===== config.mk =====
export PLATFORM = sky130hd
export DESIGN_NAME = router_pkt_tx_flat
export DESIGN_NICKNAME = d
export VERILOG_FILES = /design/src/rtl/router_pkt_tx_if.sv /design/src/rtl/router_pkt_tx.sv /design/src/flat_wrapper.sv
export SDC_FILE = /design/constraint.sdc
export NUM_CORES = 1
export LEC_CHECK = 0
export CAP_MARGIN = 0
export CORE_ASPECT_RATIO = 1.2
export CORE_UTILIZATION = 46
export CTS_CLUSTER_SIZE = 20
export DETAILED_ROUTE_END_ITERATION = 8
export PLACE_DENSITY = 0.72
export SYNTH_ARGS = -nofsm -noshare
export SYNTH_HDL_FRONTEND = slang
export SYNTH_SLANG_ARGS = --single-unit

===== constraint.sdc =====
create_clock -name clock -period 3.7 [get_ports clock]
set_clock_uncertainty 0.15 [all_clocks]
set_input_delay 0.555 -clock clock [delete_from_list [all_inputs] [get_ports clock]]
set_output_delay 0.555 -clock clock [all_outputs]
set_load 0.02 [all_outputs]

===== src/rtl/router_pkt_tx_if.sv =====
// Source-side bundle of router_pkt_tx: the local payload byte stream in, and
// the byte bus out to the router input port with its busy/err feedback.
interface router_pkt_tx_if;
  logic [7:0] src_data;
  logic       src_valid;
  logic       src_ready;
  logic [7:0] data_out;
  logic       pkt_valid;
  logic       busy;
  logic       err;

  modport master (
    input  src_data,
    input  src_valid,
    output src_ready,
    output data_out,
    output pkt_valid,
    input  busy,
    input  err
  );

  modport slave (
    output src_data,
    output src_valid,
    input  src_ready,
    input  data_out,
    input  pkt_valid,
    output busy,
    output err
  );
endinterface


===== src/rtl/router_pkt_tx.sv =====
// Packet transmitter: buffers a payload from the local stream, then sends
// header, payload and parity to the router and reports the err outcome.
//
//   state   | meaning
//   --------+---------------------------------------------------------
//   IDLE    | tx_ready=1, waiting for start; illegal requests pulse req_err
//   LOAD    | src_ready=1, filling pbuf until len bytes are captured
//   HEADER  | {len,addr} on data_out, pkt_valid=1, waits for busy=0
//   PAYLOAD | pbuf[rd_cnt] on data_out, pkt_valid=1, one byte per free cycle
//   PARITY  | running XOR (optionally inverted) on data_out, pkt_valid=0
//   CHECK   | samples err for ERR_WAIT cycles, then pulses tx_done
module router_pkt_tx #(
  parameter int MAX_LEN  = 63,
  parameter int ERR_WAIT = 3
) (
  input  logic            clock,
  input  logic            resetn,
  input  logic            start,
  input  logic [1:0]      dest_addr,
  input  logic [5:0]      payload_len,
  input  logic            inject_err,
  output logic            tx_ready,
  output logic            req_err,
  output logic            tx_done,
  output logic            tx_err,
  router_pkt_tx_if.master bus
);

  localparam logic [6:0] MAX_LEN_W = 7'(MAX_LEN);
  localparam logic [7:0] WAIT_LAST = 8'(ERR_WAIT - 1);

  typedef enum logic [2:0] {
    S_IDLE,
    S_LOAD,
    S_HEADER,
    S_PAYLOAD,
    S_PARITY,
    S_CHECK
  } state_t;

  state_t     state;
  logic [1:0] addr_q;
  logic [5:0] len_q;
  logic       inj_q;
  logic [5:0] wr_cnt;
  logic [5:0] rd_cnt;
  logic [7:0] parity;
  logic [7:0] wcnt;
  logic       err_seen;
  logic [7:0] pbuf [64];

  logic [5:0] len_last;
  logic       bad_req;
  logic       src_take;

  assign len_last = len_q - 6'd1;
  assign bad_req  = (dest_addr == 2'd3) || (payload_len == 6'd0) ||
                    ({1'b0, payload_len} > MAX_LEN_W);
  assign src_take = (state == S_LOAD) && bus.src_valid && bus.src_ready;

  // Payload storage needs no reset; contents are rewritten before every use.
  always_ff @(posedge clock) begin
    if (src_take) begin
      pbuf[wr_cnt] <= bus.src_data;
    end
  end

  always_ff @(posedge clock) begin
    if (!resetn) begin
      state         <= S_IDLE;
      addr_q        <= 2'd0;
      len_q         <= 6'd0;
      inj_q         <= 1'b0;
      wr_cnt        <= 6'd0;
      rd_cnt        <= 6'd0;
      parity        <= 8'd0;
      wcnt          <= 8'd0;
      err_seen      <= 1'b0;
      bus.data_out  <= 8'd0;
      bus.pkt_valid <= 1'b0;
      bus.src_ready <= 1'b0;
      tx_ready      <= 1'b1;
      req_err       <= 1'b0;
      tx_done       <= 1'b0;
      tx_err        <= 1'b0;
    end else begin
      req_err <= 1'b0;
      tx_done <= 1'b0;
      tx_err  <= 1'b0;
      case (state)
        S_IDLE: begin
          if (start) begin
            addr_q <= dest_addr;
            len_q  <= payload_len;
            inj_q  <= inject_err;
            if (bad_req) begin
              req_err <= 1'b1;
            end else begin
              state         <= S_LOAD;
              wr_cnt        <= 6'd0;
              tx_ready      <= 1'b0;
              bus.src_ready <= 1'b1;
            end
          end
        end
        S_LOAD: begin
          if (src_take) begin
            wr_cnt <= wr_cnt + 6'd1;
            if (wr_cnt == len_last) begin
              state         <= S_HEADER;
              bus.src_ready <= 1'b0;
              bus.data_out  <= {len_q, addr_q};
              bus.pkt_valid <= 1'b1;
            end
          end
        end
        S_HEADER: begin
          if (!bus.busy) begin
            parity       <= bus.data_out;
            rd_cnt       <= 6'd0;
            state        <= S_PAYLOAD;
            bus.data_out <= pbuf[0];
          end
        end
        S_PAYLOAD: begin
          if (!bus.busy) begin
            parity <= parity ^ bus.data_out;
            rd_cnt <= rd_cnt + 6'd1;
            if (rd_cnt == len_last) begin
              // Final payload byte folds into the parity byte in the same edge.
              state         <= S_PARITY;
              bus.data_out  <= parity ^ bus.data_out ^ {8{inj_q}};
              bus.pkt_valid <= 1'b0;
            end else begin
              bus.data_out <= pbuf[rd_cnt + 6'd1];
            end
          end
        end
        S_PARITY: begin
          if (!bus.busy) begin
            state        <= S_CHECK;
            bus.data_out <= 8'd0;
            wcnt         <= 8'd0;
            err_seen     <= 1'b0;
          end
        end
        S_CHECK: begin
          if (wcnt == WAIT_LAST) begin
            state    <= S_IDLE;
            tx_ready <= 1'b1;
            tx_done  <= 1'b1;
            tx_err   <= err_seen | bus.err;
          end else begin
            err_seen <= err_seen | bus.err;
            wcnt     <= wcnt + 8'd1;
          end
        end
        default: begin
          state         <= S_IDLE;
          tx_ready      <= 1'b1;
          bus.src_ready <= 1'b0;
          bus.pkt_valid <= 1'b0;
          bus.data_out  <= 8'd0;
        end
      endcase
    end
  end

endmodule


===== src/flat_wrapper.sv =====
// flat-port wrapper written by rule: the top's interface ports become plain ports
module router_pkt_tx_flat 
#(
  parameter int MAX_LEN  = 63,
  parameter int ERR_WAIT = 3
)
  (clock, resetn, start, dest_addr, payload_len, inject_err, tx_ready, req_err, tx_done, tx_err, bus_src_data, bus_src_valid, bus_src_ready, bus_data_out, bus_pkt_valid, bus_busy, bus_err);
  router_pkt_tx_if bus_i ();
  input  logic clock;
  input  logic resetn;
  input  logic start;
  input  logic [1:0] dest_addr;
  input  logic [5:0] payload_len;
  input  logic inject_err;
  output logic tx_ready;
  output logic req_err;
  output logic tx_done;
  output logic tx_err;
  input wire logic [$bits(bus_i.src_data)-1:0] bus_src_data;
  input wire logic [$bits(bus_i.src_valid)-1:0] bus_src_valid;
  output wire logic [$bits(bus_i.src_ready)-1:0] bus_src_ready;
  output wire logic [$bits(bus_i.data_out)-1:0] bus_data_out;
  output wire logic [$bits(bus_i.pkt_valid)-1:0] bus_pkt_valid;
  input wire logic [$bits(bus_i.busy)-1:0] bus_busy;
  input wire logic [$bits(bus_i.err)-1:0] bus_err;
  assign bus_i.src_data = bus_src_data;
  assign bus_i.src_valid = bus_src_valid;
  assign bus_src_ready = bus_i.src_ready;
  assign bus_data_out = bus_i.data_out;
  assign bus_pkt_valid = bus_i.pkt_valid;
  assign bus_i.busy = bus_busy;
  assign bus_i.err = bus_err;
  router_pkt_tx #(.MAX_LEN(MAX_LEN), .ERR_WAIT(ERR_WAIT)) u_core (.clock(clock), .resetn(resetn), .start(start), .dest_addr(dest_addr), .payload_len(payload_len), .inject_err(inject_err), .tx_ready(tx_ready), .req_err(req_err), .tx_done(tx_done), .tx_err(tx_err), .bus(bus_i));
endmodule

==> reports/results.tsv, run 1 <==
metric	value	unit
status	finished clean	
num_io_pins	37	
die_x	208	µm
syn_nets	1512	
crit_chain	ha_4 -> buf_12 -> buf_4 -> mux2i_1 -> a221oi_1 -> o21ai_0 -> and3_1 -> or4_1 -> nand4b_1	
synth-simple-area-share	7.58	%
core	0.0503	mm²
cts_tree	done	
cap_violations	0	
critical_path_class	flip-flop to flip-flop	
leakagePower	8.38	nW
drc_errors	0	
final_cell_area	0.0270	mm²
nets	1625	
drt_wl_total	55.8	mm
syn_to_final_growth	15.0	%
clk_pin_slew	70	ps
cts_max_level	2	
muxShareOfSynthArea	11.6	%
die_h	249	µm
cp_max_fo	33	
crit_path_start_kind	flip-flop	
cp_slowest_stage_delay	530	ps
ys_warn_count	0	
cts_resized	0	
cts_setup_buffers	0	
synth_xor_area_share	1.76	%
slowest_stage	or4_1	
ff2ff_path_depth	9	
synth_top_family_by_area	multiplexers	
placed_cell_area	0.0251	mm²
max_freq	302	MHz
cp-end-kind	flip-flop	
avgSynthCellArea	15.8	µm²
synth_compound_area_share	6.40	%
synth_seq_area_share	70.3	%
antenna_found_initial	0	
reg2reg_setup_slack	390	ps
min_path_cells	1	
cts.path.max_buffers	3	
rows	90	
synth_seq_cells	567	
grt_pass1_wl	84.5	mm
dp_hpwl	36.5	mm
final_layout_size_suffix_gt1_share	17.6	%
grt_max_degree	72	
timing.final.crit_share	89.5	%
gr-total-overflow	0	
p_per_area	486	mW/mm²
hold_end	u_core.tx_err	
async_flop_share	0	%
rsz0062_at_grt	false	
layout_common_cells	edfxtp_1, nor2_1, mux2i_1	
finalSetupViolations	0	
vias	13700	
postCtsHoldBufs	0	
finalHoldViolCount	0	
dr.pass1.iters	5	
synthAdderAreaFrac	0.320	%
maxSlewViolCount	0	
avgViaCountPerCell	6.00	
initialDrtViolationCount	1491	
floorplan.initialDensity	46.6	%
peakVddDrop	0.000346	V
cts.sinks	567	
wl_per_cell	24.5	µm
cp.arrival	3700	ps
cts-buffers-inserted	51	
grt_usage	21.7	%
gp_congestion	0.909	
diodes	0	
grt_pass1_vias	13600	
syn_inst	1483	
holdCritPathClass	flip-flop to flip-flop	
final_common_cell	edfxtp_1	
syn-cell-area	0.0234	mm²
synth_edf_count	512	
clock_latency	600	ps
min-delay-start	u_core.err_seen	
dieArea	0.0519	mm²
port_buffers	36	
cp-startpoint	u_core.rd_cnt[1]	
r2r_start	u_core.rd_cnt[1]	
synth.distinct_cells	76	
max-slew-margin-rel	19.0	%
period_needed	3310	ps
cts-root-buf	clkbuf_16	
fin_tns_setup	0	ps
worstMarginPinSlew	1220	ps
synth-main-ff-cell	edfxtp_1	
cp_data_required_time	4080	ps
ant_nets	0	
reg2reg_to	u_core.bus.data_out[2]	
-- layout make-up --
type                       instances  area [µm²]
clock buffer                      62        1360
inverter                          13        48.8
clock inverter                    34         502
sequential                       567       16500
tap                              644         806
fill                            3915       23400
timing repair buffer             147        1240
multi-input combinational        816        6520
-- logic make-up (layout without fill, tap and decap cells) --
family	Yosys count	after routing
buffers and inverters	100	256
xor gates and xnor gates	38	38
muxes	186	186
AOI/OAI and AO/OA	206	206
and+or+nand+nor	380	380
adders and majority gates	6	6
DFF	567	567
-- state kept, by name, indices dropped and copies added (netlist names) --
signal                count
u_core.addr_q             2
u_core.bus.data_out       8
u_core.bus.pkt_valid      1
u_core.bus.src_ready      1
u_core.err_seen           1
u_core.inj_q              1
u_core.len_q              6
u_core.parity             8
u_core.pbuf             512
u_core.rd_cnt             6
u_core.req_err            1
u_core.state              3
u_core.tx_done            1
u_core.tx_err             1
u_core.tx_ready           1
u_core.wcnt               8
u_core.wr_cnt             6
-- synthesized netlist by cell type (6+ instances only) --
| library cell | count | area (µm²) |
|---|---|---|
| mux2i_1 | 116 | 1160 |
| edfxtp_1 | 512 | 15400 |
| mux4_2 | 69 | 1550 |
| ha_1 | 6 | 75.1 |
| or4_1 | 6 | 45.0 |
| and2_1 | 12 | 75.1 |
| nand4b_1 | 6 | 52.6 |
| and3_1 | 11 | 68.8 |
| a221o_1 | 11 | 110 |
| o211ai_1 | 10 | 75.1 |
| o21ai_0 | 38 | 190 |
| nand4_1 | 7 | 43.8 |
| buf_1 | 6 | 22.5 |
| or3_1 | 6 | 37.5 |
| a221oi_1 | 21 | 184 |
| xor2_1 | 14 | 123 |
| nor3_1 | 10 | 50.1 |
| a21oi_1 | 35 | 175 |
| o31ai_1 | 7 | 52.6 |
| clkbuf_1 | 39 | 146 |
| a22oi_1 | 31 | 233 |
| o2111ai_1 | 7 | 61.3 |
| buf_2 | 27 | 135 |
| nor2_1 | 134 | 503 |
| nand2_1 | 106 | 398 |
| a32o_1 | 6 | 60.1 |
| nand3_1 | 50 | 250 |
| and4_1 | 8 | 70.1 |
| dfxtp_1 | 55 | 1100 |
| buf_4 | 13 | 97.6 |
| xnor2_1 | 18 | 158 |
| inv_1 | 11 | 41.3 |
-- report_power, final --
| part | internal [W] | switching [W] | total [W] |
|---|---|---|---|
| Clock | 0.00348 | 0.00232 | 0.00580 |
| Combinational | 0.0000935 | 0.000210 | 0.000303 |
| Sequential | 0.00699 | 0.0000249 | 0.00701 |
-- metal layers --
metal / GRT usage, % / vias up / part of all wire (%)
met1: 28.1 / 6967 / 40
met3: 3.06 / 123 / 6.5
met5: 0 / - / 0
li1: - / 6053 / -
met4: 9.80 / 0 / 4.3
met2: 36.3 / 544 / 49
-- critical path: cells and delay by family (launching register included) --
| kind | cells | cell delay (ps) |
|---|---|---|
| buf+inv | 2 | 510 |
| flops | 1 | 410 |
| fa+ha+maj | 1 | 510 |
| simple gates | 3 | 930 |
| mux | 1 | 90 |
| compound gates | 2 | 630 |
-- stage by stage --
| step | power, W | utilization, % | instances | hold WS [ps] | setup WS (ps) |
|---|---|---|---|---|---|
| 3_5_place_dp | 0.00745 | 49.8 | 2187 | 305 | 467 |
| 6_report | 0.0131 | 53.5 | 2283 | 316 | 387 |
| 3_3_place_gp | 0.00744 | 49.8 | 2187 | 301 | 482 |
| 2_1_floorplan | 0.00727 | - | 1483 | 287 | 935 |
| 4_1_cts | 0.0132 | 53.5 | 2283 | 321 | 367 |
| 5_1_grt | 0.0135 | 53.5 | 2283 | 342 | 297 |
-- worst max-delay path by stage --
stage               depth (start not counted)  slack [ps]                endpoint
floorplan                                  12         940         u_core.state[2]
finish                                      9         390  u_core.bus.data_out[2]
CTS                                         9         370  u_core.bus.data_out[2]
global placement                            7         480  u_core.bus.data_out[6]
global route                                9         300  u_core.bus.data_out[2]
detailed placement                          9         470  u_core.bus.data_out[5]
No activity file was read; power rests on OpenSTA's default activity.
==> run 2, diff against run 1 <==
Settings changed: ABC_CLOCK_PERIOD_IN_PS set to 3700.
==> results of run 2 <==
Same layout as run 1: the final DEF is identical, and so are final timing and power.
==> run 3, diff against run 2 <==
Settings changed: SETUP_SLACK_MARGIN set to 0.2.
==> results of run 3 <==
Same layout as run 1: the final DEF is identical, and so are final timing and power.
